### src/rtl/synth_pkg.sv
// synth_pkg: shared note encoding and sequencer state type for the synth tracks.
package synth_pkg;
  localparam int NOTE_W = 8;
  localparam logic [NOTE_W-1:0] REST_CODE = '0;
  localparam logic [NOTE_W-1:0] END_CODE = '1;
  typedef enum logic {IDLE, WAIT} seq_state_t;
endpackage

### src/rtl/track_sequencer_rr_arbiter.sv
// rr_arbiter_2: two-requester round-robin arbiter; a tie goes to the pointer track.
module rr_arbiter_2 (
  input  logic       clk,
  input  logic       rst_n,
  input  logic [1:0] req,
  input  logic       advance,
  output logic       grant
);
  logic ptr;
  assign grant = &req ? ptr : req[1];
  // Moving at grant time matches moving at fetch completion: nothing arbitrates in between.
  always_ff @(posedge clk or negedge rst_n)
    if (!rst_n) ptr <= 1'b0;
    else if (advance) ptr <= ~grant;
endmodule

### src/rtl/track_sequencer.sv
// track_sequencer: steps two note tracks per tempo tick through one shared note ROM.
module track_sequencer
  import synth_pkg::*;
#(
  parameter int ADDR_W = 6
) (
  input  logic              clk,
  input  logic              rst_n,
  input  logic [1:0]        tracks_playing,
  input  logic              tempo_tick,
  output logic              mem_en,
  output logic [ADDR_W:0]   mem_addr,
  input  logic [NOTE_W-1:0] mem_rdata,
  output logic [NOTE_W-1:0] note0,
  output logic [NOTE_W-1:0] note1,
  output logic [1:0]        note_strobe,
  output logic [1:0]        overrun
);
  seq_state_t state, state_n;
  logic [1:0] pending, play_q, stop, tick_set, cap, keep;
  logic grant, g;
  logic [ADDR_W:0] addr_q;
  logic [ADDR_W-1:0] idx [2];
  logic [NOTE_W-1:0] note [2];
  rr_arbiter_2 u_arb (
    .clk(clk),
    .rst_n(rst_n),
    .req(pending),
    .advance(mem_en),
    .grant(grant)
  );
  assign stop = play_q & ~tracks_playing;
  assign tick_set = {2{tempo_tick}} & tracks_playing;
  assign cap = (state == WAIT) ? (2'b01 << g) : 2'b00;
  // A track that has stopped by the capture edge drops its in-flight data.
  assign keep = cap & tracks_playing;
  assign mem_addr = mem_en ? {grant, idx[grant]} : addr_q;
  assign note0 = note[0];
  assign note1 = note[1];
  always_comb begin
    mem_en = (state == IDLE) && |pending;
    state_n = mem_en ? WAIT : IDLE;
  end
  always_ff @(posedge clk or negedge rst_n)
    if (!rst_n) begin
      state <= IDLE;
      pending <= '0;
      play_q <= '0;
      g <= 1'b0;
      addr_q <= '0;
      note_strobe <= '0;
      overrun <= '0;
      for (int t = 0; t < 2; t++) begin
        idx[t] <= '0;
        note[t] <= REST_CODE;
      end
    end else begin
      state <= state_n;
      play_q <= tracks_playing;
      pending <= ((pending & ~cap) | tick_set) & ~stop;
      overrun <= tick_set & pending & ~cap;
      note_strobe <= keep;
      if (mem_en) begin
        g <= grant;
        addr_q <= mem_addr;
      end
      for (int t = 0; t < 2; t++)
        if (stop[t]) begin
          idx[t] <= '0;
          note[t] <= REST_CODE;
        end else if (keep[t]) begin
          idx[t] <= (mem_rdata == END_CODE) ? '0 : idx[t] + 1'b1;
          note[t] <= (mem_rdata == END_CODE) ? REST_CODE : mem_rdata;
        end
    end
endmodule

### config.mk
export PLATFORM = sky130hd
export DESIGN_NAME = track_sequencer
export DESIGN_NICKNAME = d
export VERILOG_FILES = /design/src/rtl/synth_pkg.sv /design/src/rtl/track_sequencer_rr_arbiter.sv /design/src/rtl/track_sequencer.sv
export SDC_FILE = /design/constraint.sdc
export NUM_CORES = 1
export LEC_CHECK = 0
export CAP_MARGIN = 20
export CORE_MARGIN = 3
export CORE_UTILIZATION = 52
export CTS_BUF_LIST = sky130_fd_sc_hd__clkbuf_4
export DETAILED_ROUTE_END_ITERATION = 8
export GPL_TIMING_DRIVEN = 0
export HOLD_SLACK_MARGIN = 0.06
export PLACE_DENSITY = 0.79
export SKIP_LAST_GASP = 1
export SLEW_MARGIN = 10
export SYNTH_ARGS = -nofsm -noshare
export SYNTH_HDL_FRONTEND = slang
export SYNTH_SLANG_ARGS = --single-unit
### constraint.sdc
create_clock -name clk -period 1.65 [get_ports clk]
set_input_delay 0.165 -clock clk [delete_from_list [all_inputs] [get_ports clk]]
set_output_delay 0.165 -clock clk [all_outputs]
set_load 0.02 [all_outputs]
* Yosys cells after proc, flatten, opt, wreduce, memory -nomap -nowiden
Index checks and enable logic that the tools add are counted.
** Word-level totals
- Output and inout bits :: 28
- Register bits after elaboration :: 46
- Word-level logic and storage cells :: 54
- Input bits :: 13
** Cells by class
- Bitwise logic cells :: 14
- Reductions and logical operators :: 5
- Add/sub/neg operators :: 2
- Multiplexer cells :: 18
- Shifts and indexed selects :: 1
- $lt $le $gt $ge :: 1
- Eq/ne operators :: 1
** Operators by type and width (count)
- $mux W6 :: 9
- $mux W8 :: 5
- $and A2 B2 Y2 :: 7
- $add A6 B1 Y6 const B :: 2
- $eq A8 B8 Y1 const B :: 1
- $mux W7 :: 1
- $not A2 Y2 :: 3
- $reduce_bool A2 Y1 :: 2
- $ge A2 B2 Y1 const B :: 1
- $mux W1 :: 2
- $mux W2 :: 1
- $not A1 Y1 :: 2
- $not A1 Y2 :: 1
- $or A2 B2 Y2 :: 1
- $reduce_and A2 Y1 :: 1
- $reduce_or A2 Y1 :: 1
- $shl A1 B1 Y2 const A :: 1
- $logic_and A1 B1 Y1 :: 1

* Logic depth before layout (Yosys ltp)
Gate-level depths: netlist (run 1).
- Depth in word-level cells :: 7
- Mapped depth :: 5
- Mapped depth without buffers :: 4

* By module
Synthesis (run 1) repeated with hierarchy kept, for this count alone.
** Second synthesis, totals
- Cell total of the unflattened synthesis :: 170
- Area, all modules :: 2013.2 µm²
** Modules (own cells, without submodules)
- track_sequencer :: area an instance 1956.9 µm², instances 1, sequential area each 1126.1 µm², cells an instance 165
- rr_arbiter_2 :: area an instance 56.3 µm², instances 1, sequential area each 25.0 µm², cells an instance 5

* Worst setup path before layout (run 1)
OpenSTA, ideal clock, no wires.
- Path type :: register -> output
- From :: register pending[0]
- To :: output mem_addr[0]
- Data required time :: 1485 ps
- Stages on the path, launching flop included :: 5
- Arrival :: 1285 ps
- Buffers on the path :: 0
- Slack :: 200 ps
- Path through :: dfrtp_1 inv_1 a211oi_1 a22oi_1 nand2_1
** On the way
- Word-level cells in the longest chain between the ends :: 7
- Elaborated cells between the ends (all ways) :: 9
- Those cells by class :: mux: 5; bitwise: 1; reduce/logical: 3
** RTL lines
- start, declared :: line track_sequencer.sv:20 : logic [1:0] pending, play_q, stop, tick_set, cap, keep;
- start signal, assigned :: line track_sequencer.sv:60 : pending <= ((pending & ~cap) | tick_set) & ~stop;
- $reduce_and A2 Y1 :: line track_sequencer_rr_arbiter.sv:10 : assign grant = &req ? ptr : req[1];
- $mux W1 :: line track_sequencer_rr_arbiter.sv:10
- $not A1 Y2 (not written as such) :: line track_sequencer.sv:37 : assign mem_addr = mem_en ? {grant, idx[grant]} : addr_q;
- $mux W6 (not written as such) (3 in series) :: line track_sequencer.sv:37
- $mux W7 (*) :: line track_sequencer.sv:37
- end, declared :: line track_sequencer.sv:12 : output logic [ADDR_W:0] mem_addr,
Mark *: on every way between the ends. The rest lies on a longest branch, timed or not. The select of a mux whose other input is x is not followed.

* Worst setup path after layout (run 1)
Same ends and word-level chain as after synthesis.

==> impl_metrics.xml, run 1 <==
<?xml version="1.0" encoding="UTF-8"?>
<metrics>
  <group name="outcome">
    <metric name="run_status" unit="">finished, violations left</metric>
    <metric name="violations_in_the_final_reports" unit="">setup timing</metric>
  </group>
  <group name="die">
    <metric name="die_height" unit="um">66.4</metric>
    <metric name="start_util" unit="%">55.6</metric>
    <metric name="die-area" unit="mm^2">0.00441</metric>
    <metric name="top_level_ports" unit="">41</metric>
    <metric name="core_area" unit="mm^2">0.00342</metric>
    <metric name="die_width" unit="um">66.4</metric>
    <metric name="floorplan.rows" unit="">21</metric>
  </group>
  <group name="finish">
    <metric name="utilization" unit="%">78.5</metric>
    <metric name="finalNonFillerCells" unit="">272</metric>
    <metric name="layout-drive-gt1-share" unit="%">27.4</metric>
    <metric name="layout.area.seq" unit="mm^2">0.00115</metric>
    <metric name="multi_input_comb_area" unit="um^2">797</metric>
    <metric name="nNetsFinal" unit="">241</metric>
    <metric name="syn_to_final_growth" unit="%">41.1</metric>
    <metric name="filler_cell_count" unit="">211</metric>
    <metric name="antenna_fix_cells" unit="">0</metric>
  </group>
  <group name="worst_setup_path">
    <metric name="critPathArrivalTime" unit="ps">1620</metric>
    <metric name="critical_path_class" unit="">register to primary output</metric>
    <metric name="critPathMaxFanout" unit="">5</metric>
    <metric name="crit_path_start_kind" unit="">register</metric>
    <metric name="crit_path_end_kind" unit="">primary output</metric>
    <metric name="worst-endpoint-required" unit="ps">1480</metric>
  </group>
  <group name="sta">
    <metric name="timing_max_transition_violations_final" unit="">0</metric>
    <metric name="layout_min_cycle_time" unit="ps">1780</metric>
    <metric name="grt_setup_unrepaired" unit="">yes</metric>
    <metric name="clock-skew-final" unit="ps">5.30</metric>
    <metric name="timing.setup.tns" unit="ps">-499</metric>
    <metric name="final_min_period_over_clock_period" unit="%">108</metric>
    <metric name="finalWorstSetupSlack" unit="ps">-130</metric>
    <metric name="maxClockFrequency" unit="GHz">0.562</metric>
    <metric name="slew_headroom" unit="%">78.5</metric>
    <metric name="worst_slew_pin_slew" unit="ps">323</metric>
    <metric name="hold_viol_final" unit="">0</metric>
    <metric name="timing.final.setup_violations" unit="">6</metric>
  </group>
  <group name="pwr">
    <metric name="power.total" unit="W">0.00400</metric>
    <metric name="power_density_over_cell_area" unit="mW/mm^2">1490</metric>
    <metric name="power.static_leakage" unit="nW">1.31</metric>
    <metric name="vdd_ir_drop_max" unit="mV">0.899</metric>
  </group>
  <group name="global_route">
    <metric name="grt_overflow" unit="">0</metric>
    <metric name="grt_antenna_before_repair" unit="">0</metric>
    <metric name="grt_pass1_wl" unit="mm">7.73</metric>
    <metric name="grt_util_met1" unit="%">28.9</metric>
    <metric name="global_route.usage.met3" unit="%">6.12</metric>
    <metric name="global_route.peak_usage_layer" unit="">met2</metric>
    <metric name="gr-usage-met2" unit="%">41.4</metric>
    <metric name="first_global_vias" unit="">1685</metric>
    <metric name="grt_start_max_net_pins" unit="">35</metric>
    <metric name="grt_util_all_layers" unit="%">23.8</metric>
  </group>
  <group name="detailed_routing">
    <metric name="drt_pre_antenna_iters" unit="">4</metric>
    <metric name="initialDrtViolationCount" unit="">85</metric>
    <metric name="drc" unit="">0</metric>
    <metric name="postRouteAntennaNets" unit="">0</metric>
    <metric name="wl" unit="mm">4.61</metric>
    <metric name="via_per_inst" unit="">5.64</metric>
    <metric name="post_drt_wl_per_cell" unit="um">16.9</metric>
    <metric name="routed-via-count" unit="">1534</metric>
  </group>
  <group name="run">
    <metric name="maxCapViolCount" unit="">0</metric>
  </group>
  <group name="hold_path">
    <metric name="hold_class" unit="">input port to async pin</metric>
  </group>
  <group name="clock_network">
    <metric name="root_buffer" unit="">sky130_fd_sc_hd__clkbuf_4</metric>
    <metric name="clockBufferDepth" unit="">2</metric>
    <metric name="cts_sinks" unit="">46</metric>
    <metric name="clk-insertion-delay-late" unit="ps">350</metric>
    <metric name="htree_levels" unit="">2</metric>
    <metric name="cts-buffers-inserted" unit="">5</metric>
    <metric name="clock_tree_from_tritoncts" unit="">built</metric>
    <metric name="clkTransAtPathRegs" unit="ps">120</metric>
  </group>
  <group name="synth">
    <metric name="post_synth_main_area_contributors" unit="">sky130_fd_sc_hd__dfrtp_1 (61%), sky130_fd_sc_hd__a22o_1 (9.2%), sky130_fd_sc_hd__nand2_1 (4.2%)</metric>
    <metric name="number_of_flip_flops_and_latches_in_the_synthesized_netlist" unit="">46</metric>
    <metric name="synth.avg_cell_area" unit="um^2">11.8</metric>
    <metric name="synth_top_cell_by_area" unit="">sky130_fd_sc_hd__dfrtp_1</metric>
    <metric name="yosys.area_share.xor_xnor" unit="%">1.38</metric>
    <metric name="synth_sequential_area_ratio" unit="%">60.6</metric>
    <metric name="synth_mux_area_share" unit="%">1.19</metric>
    <metric name="syn_nets" unit="">176</metric>
    <metric name="post_synth_instance_area" unit="mm^2">0.00190</metric>
    <metric name="synth-adder-area-share" unit="%">1.32</metric>
    <metric name="synthesized_area_fraction_occupied_by_ao_oa_aoi_and_oai_cells" unit="%">21.2</metric>
    <metric name="ys.warnings.count" unit="">0</metric>
    <metric name="synthDistinctLibCells" unit="">32</metric>
    <metric name="post-synth-top-area-fraction" unit="%">60.6</metric>
    <metric name="synth_simple_gate_area_share" unit="%">11.6</metric>
    <metric name="dominant_combinational_cell_family_by_area_after_synthesis" unit="">compound AO/OA/AOI/OAI gates</metric>
    <metric name="post_synth_inst_count" unit="">161</metric>
  </group>
  <group name="placement">
    <metric name="buffer_ports.inserted" unit="">40</metric>
    <metric name="hpwlAfterDp" unit="mm">3.16</metric>
    <metric name="place_congestion" unit="">0.802</metric>
    <metric name="placed_cells_incl_taps" unit="">248</metric>
  </group>
</metrics>
placed cells by master, fill, tap and decap left out, types with 4 or more instances in the layout:
master | synthesis | final
sky130_fd_sc_hd__a21o_1 | 5 | 5
sky130_fd_sc_hd__a21oi_1 | 7 | 6
sky130_fd_sc_hd__a22o_1 | 20 | 20
sky130_fd_sc_hd__a22oi_2 | 0 | 6
sky130_fd_sc_hd__and3_1 | 4 | 4
sky130_fd_sc_hd__buf_4 | 2 | 18
sky130_fd_sc_hd__buf_6 | 0 | 8
sky130_fd_sc_hd__clkbuf_4 | 0 | 8
sky130_fd_sc_hd__clkdlybuf4s50_1 | 0 | 31
sky130_fd_sc_hd__dfrtp_1 | 46 | 43
sky130_fd_sc_hd__nand2_1 | 21 | 21
sky130_fd_sc_hd__nand2b_1 | 4 | 4
sky130_fd_sc_hd__nand3_1 | 4 | 4
sky130_fd_sc_hd__nor2_1 | 5 | 4
sky130_fd_sc_hd__o21ai_0 | 5 | 4
final timing paths:
path                                        from               endpoint  slack [ps]  cells after the start
hold / removal                             rst_n   note1[0]$_DFFE_PN0P_         230                      2
min in group clk               tracks_playing[0]    play_q[0]$_DFF_PN0_         360                      1
max in group asynchronous                  rst_n  u_arb.ptr$_DFFE_PN0P_         950                      3
hold reg to reg            addr_q[1]$_DFFE_PN0P_  addr_q[1]$_DFFE_PN0P_         490                      2
setup reg to reg                 state$_DFF_PN0_    idx[11]$_DFFE_PN0P_          20                      6
setup / recovery            pending[0]$_DFF_PN0_            mem_addr[0]        -130                      5
synth_stat cells (all sizes together):
master	count
o2111ai	1
a21o	5
o211a	1
a22oi	6
a21oi	7
and3b	1
ha	2
buf	4
and3	4
or2	1
a21boi	3
or3	2
xnor2	1
nor2b	1
o21ai	5
nand2	21
mux2	2
clkbuf	2
xor2	2
a22o	20
and4	2
nand2b	4
nor2	5
inv	5
a211oi	1
nand3	4
dfrtp	46
a31o	1
a31oi	2
state kept, by name, summed over array words and instances (netlist names):
register	flops
note_strobe	2
g	1
state	1
u_arb.ptr	1
play_q	2
idx	12
pending	2
overrun	2
note1	8
note0	8
addr_q	7
worst max-delay path: stages, from the launching register on:
cell and delay, ps:
sky130_fd_sc_hd__dfrtp_1 410, sky130_fd_sc_hd__inv_2 80, sky130_fd_sc_hd__o211a_4 290, sky130_fd_sc_hd__a22oi_2 230
sky130_fd_sc_hd__nand2_1 110, sky130_fd_sc_hd__buf_6 140
timing repair:
item                                    in CTS  in global routing
hold endpoints to repair                    46                  0
endpoints found under the setup margin       8                 20
setup buffers                               11                  4
gates cloned                                 2                  0
gates resized for setup                     64                 14
hold buffers                                 1                  0
pin swaps                                   10                  5
per-stage QoR:
step                      hold slack, ps  cell area [um^2]  worst slack, ps
final                                227              2680             -130
after global routing                 233              2680             -193
after CTS                            226              2600             -103
after detailed placement            73.3              2370             -584
after global placement               445              2360             -699
after floorplan                     -131              1900              200
routing by layer:
layer / vias to the layer above / share of wire [%]
li1: 713 / -
met1: 769 / 43
met2: 46 / 51
met3: 6 / 4.0
met4: 0 / 1.3
met5: - / 0
final cells by class:
cell class              instances  area share (%)
well taps                      46            2.15
repair buffers                 58            20.6
flip-flops and latches         46            43.1
clock buffers                   7            1.96
multi-input cells             105            29.7
inverters                       5           0.794
plain buffers                   5            1.63
report_power, final:
part | internal [W] | switching, W
logic | 0.000925 | 0.000871
clock network | 0.000194 | 0.000320
registers | 0.00143 | 0.000269
total | 0.00254 | 0.00146
logic make-up after synthesis:
group | Yosys count
multiplexers | 2
AND/OR/NAND/NOR | 45
buffers and inverters | 11
AO/OA/AOI/OAI | 52
adder cells (fa/ha/maj) | 2
XOR/XNOR | 3
flip-flops | 46
Power figures use the tool's default switching activity.
==> run 2, diff against run 1 <==
- CORE_MARGIN: 3 -> 5
- RECOVER_POWER: not set -> 25
==> impl_metrics.xml, run 2 (synthesis gave the netlist of run 1 again) <==
<?xml version="1.0" encoding="UTF-8"?>
<metrics>
  <group name="placement">
    <metric name="place_congestion" unit="">0.770</metric>
    <metric name="buffer_ports.inserted" unit="">40</metric>
    <metric name="placed_cell_areas" unit="mm^2">0.00238</metric>
    <metric name="placed_cells_incl_taps" unit="">250</metric>
    <metric name="hpwlAfterDp" unit="mm">3.03</metric>
  </group>
  <group name="finish">
    <metric name="syn_to_final_growth" unit="%">39.7</metric>
    <metric name="nNetsFinal" unit="">237</metric>
    <metric name="antenna_fix_cells" unit="">0</metric>
    <metric name="utilization" unit="%">73.6</metric>
    <metric name="layout_commonest_cell" unit="">sky130_fd_sc_hd__dfrtp_1</metric>
    <metric name="final_cell_area" unit="mm^2">0.00265</metric>
    <metric name="finalNonFillerCells" unit="">270</metric>
    <metric name="layout.cells.most_common_list" unit="">sky130_fd_sc_hd__dfrtp_1 (43), sky130_fd_sc_hd__clkdlybuf4s50_1 (29), sky130_fd_sc_hd__nand2_1 (21)</metric>
    <metric name="layout-drive-gt1-share" unit="%">26.6</metric>
    <metric name="largest-register" unit="">idx</metric>
    <metric name="max_reg_flops" unit="">12</metric>
  </group>
  <group name="outcome">
    <metric name="run_status" unit="">finished, violations left</metric>
    <metric name="violations_in_the_final_reports" unit="">setup timing</metric>
  </group>
  <group name="worst_setup_path">
    <metric name="timing.rr.start" unit="">state$_DFF_PN0_</metric>
    <metric name="crit_path_start_kind" unit="">register</metric>
    <metric name="critPathMaxFanout" unit="">5</metric>
    <metric name="critPathArrivalTime" unit="ps">1570</metric>
    <metric name="r2r.worst_path.cells" unit="">6</metric>
    <metric name="worst-endpoint-required" unit="ps">1480</metric>
    <metric name="critical_path_class" unit="">register to primary output</metric>
    <metric name="crit_path_to" unit="">mem_addr[1]</metric>
    <metric name="crit_path_end_kind" unit="">primary output</metric>
    <metric name="timing.rr.end" unit="">idx[11]$_DFFE_PN0P_</metric>
    <metric name="critical_path.startpoint" unit="">u_arb.ptr$_DFFE_PN0P_</metric>
    <metric name="r2r_setup_slack" unit="ps">20</metric>
  </group>
  <group name="detailed_routing">
    <metric name="post_drt_wl_per_cell" unit="um">16.6</metric>
    <metric name="drt_pre_antenna_iters" unit="">4</metric>
    <metric name="drc" unit="">0</metric>
    <metric name="initialDrtViolationCount" unit="">50</metric>
    <metric name="routed-via-count" unit="">1524</metric>
    <metric name="postRouteAntennaNets" unit="">0</metric>
    <metric name="wl" unit="mm">4.48</metric>
    <metric name="via_per_inst" unit="">5.64</metric>
  </group>
  <group name="sta">
    <metric name="whs" unit="ps">323</metric>
    <metric name="grt_setup_unrepaired" unit="">yes</metric>
    <metric name="timing_max_transition_violations_final" unit="">0</metric>
    <metric name="maxClockFrequency" unit="GHz">0.575</metric>
    <metric name="timing.final.setup_violations" unit="">6</metric>
    <metric name="final_min_period_over_clock_period" unit="%">105</metric>
    <metric name="clock-skew-final" unit="ps">10.3</metric>
    <metric name="worst_slew_pin_slew" unit="ps">585</metric>
    <metric name="timing.setup.tns" unit="ps">-405</metric>
    <metric name="slew_headroom" unit="%">61.0</metric>
    <metric name="finalWorstSetupSlack" unit="ps">-88.4</metric>
    <metric name="hold_viol_final" unit="">0</metric>
    <metric name="layout_min_cycle_time" unit="ps">1740</metric>
  </group>
  <group name="global_route">
    <metric name="grt_util_all_layers" unit="%">18.9</metric>
    <metric name="grt_pass1_wl" unit="mm">7.40</metric>
    <metric name="first_global_vias" unit="">1548</metric>
    <metric name="grt_overflow" unit="">0</metric>
    <metric name="grt_antenna_before_repair" unit="">0</metric>
    <metric name="grt_start_max_net_pins" unit="">25</metric>
  </group>
  <group name="clock_network">
    <metric name="cts_sinks" unit="">46</metric>
    <metric name="clockBufferDepth" unit="">2</metric>
    <metric name="root_buffer" unit="">sky130_fd_sc_hd__clkbuf_4</metric>
    <metric name="cts-buffers-inserted" unit="">5</metric>
    <metric name="clkTransAtPathRegs" unit="ps">120</metric>
    <metric name="htree_levels" unit="">2</metric>
    <metric name="clk-insertion-delay-late" unit="ps">350</metric>
    <metric name="clock_tree_from_tritoncts" unit="">built</metric>
  </group>
  <group name="hold_path">
    <metric name="hold_class" unit="">input port to async pin</metric>
  </group>
  <group name="run">
    <metric name="maxCapViolCount" unit="">0</metric>
  </group>
  <group name="die">
    <metric name="die-area" unit="mm^2">0.00496</metric>
    <metric name="start_util" unit="%">52.7</metric>
    <metric name="die_height" unit="um">70.4</metric>
    <metric name="floorplan.rows" unit="">22</metric>
    <metric name="top_level_ports" unit="">41</metric>
    <metric name="core_area" unit="mm^2">0.00361</metric>
    <metric name="die_width" unit="um">70.4</metric>
  </group>
  <group name="pwr">
    <metric name="power_density_over_cell_area" unit="mW/mm^2">1530</metric>
    <metric name="vdd_ir_drop_max" unit="mV">0.841</metric>
    <metric name="power.static_leakage" unit="nW">1.30</metric>
  </group>
</metrics>
==> run 2: cell count changes in the layout (fill, tap and decap cells not counted), sizes merged <==
cell           change
clkbuf             +1
dlygate4sd3        +2
clkdlybuf4s50      -2
buf                -5
==> run 2: what timing repair did <==
action / in CTS / in global routing
buffers inserted: 5 / 6
endpoints found under the setup margin: 10 / 20
cloned: 2 / 0
hold buffers: 1 / 0
gates resized for setup: 65 / 18
hold endpoints to repair: 23 / 0
pin swaps: 11 / 8
==> run 2: area by class of cell <==
class | count | area [um^2]
multi-input combinational | 105 | 797
timing repair buffer | 54 | 518
inverter | 5 | 21.3
fill | 251 | 952
sequential | 46 | 1150
buffer | 5 | 50.0
clock buffer | 7 | 52.6
tap | 48 | 60.1
==> run 2: where the power goes <==
part           switching [W]  total [W]  leakage, nW  internal (W)
logic               0.000891    0.00184        0.655      0.000947
clock network       0.000327   0.000521       0.0322      0.000194
registers           0.000265    0.00169        0.609       0.00143
total                0.00148    0.00405         1.30       0.00257
==> run 2: worst min-delay path by stage <==
stage,start,endpoint,slack (ps),cells after the start
4_1_cts,tracks_playing[0],play_q[0]$_DFF_PN0_,310,1
3_5_place_dp,rst_n,overrun[1]$_DFF_PN0_,190,1
6_report,rst_n,pending[0]$_DFF_PN0_,320,2
2_1_floorplan,rst_n,addr_q[0]$_DFFE_PN0P_,-130,0
3_3_place_gp,addr_q[0]$_DFFE_PN0P_,addr_q[0]$_DFFE_PN0P_,440,2
5_1_grt,rst_n,pending[0]$_DFF_PN0_,370,2
==> run 2: critical path, stage by stage (launching register included) <==
cell and delay (ps):
sky130_fd_sc_hd__dfrtp_2 470, sky130_fd_sc_hd__o211a_4 300, sky130_fd_sc_hd__a22oi_2 210, sky130_fd_sc_hd__nand2_1 100, sky130_fd_sc_hd__buf_6 140
==> run 2: through the flow <==
| stage | power, W | setup slack [ps] |
|---|---|---|
| 3_3_place_gp | 0.00308 | -691 |
| 4_1_cts | 0.00387 | -63.6 |
| 2_1_floorplan | 0.00245 | 200 |
| 3_5_place_dp | 0.00315 | -606 |
| 6_report | 0.00405 | -88.4 |
| 5_1_grt | 0.00425 | -158 |
==> run 2: per-layer routing <==
layer	GRT usage, %	vias to the layer above	share of wire, %
met1	24.0	761	42
met5	0	-	0
met4	6.60	0	2.4
met2	30.5	49	50
met3	6.04	10	5.2
li1	-	704	-
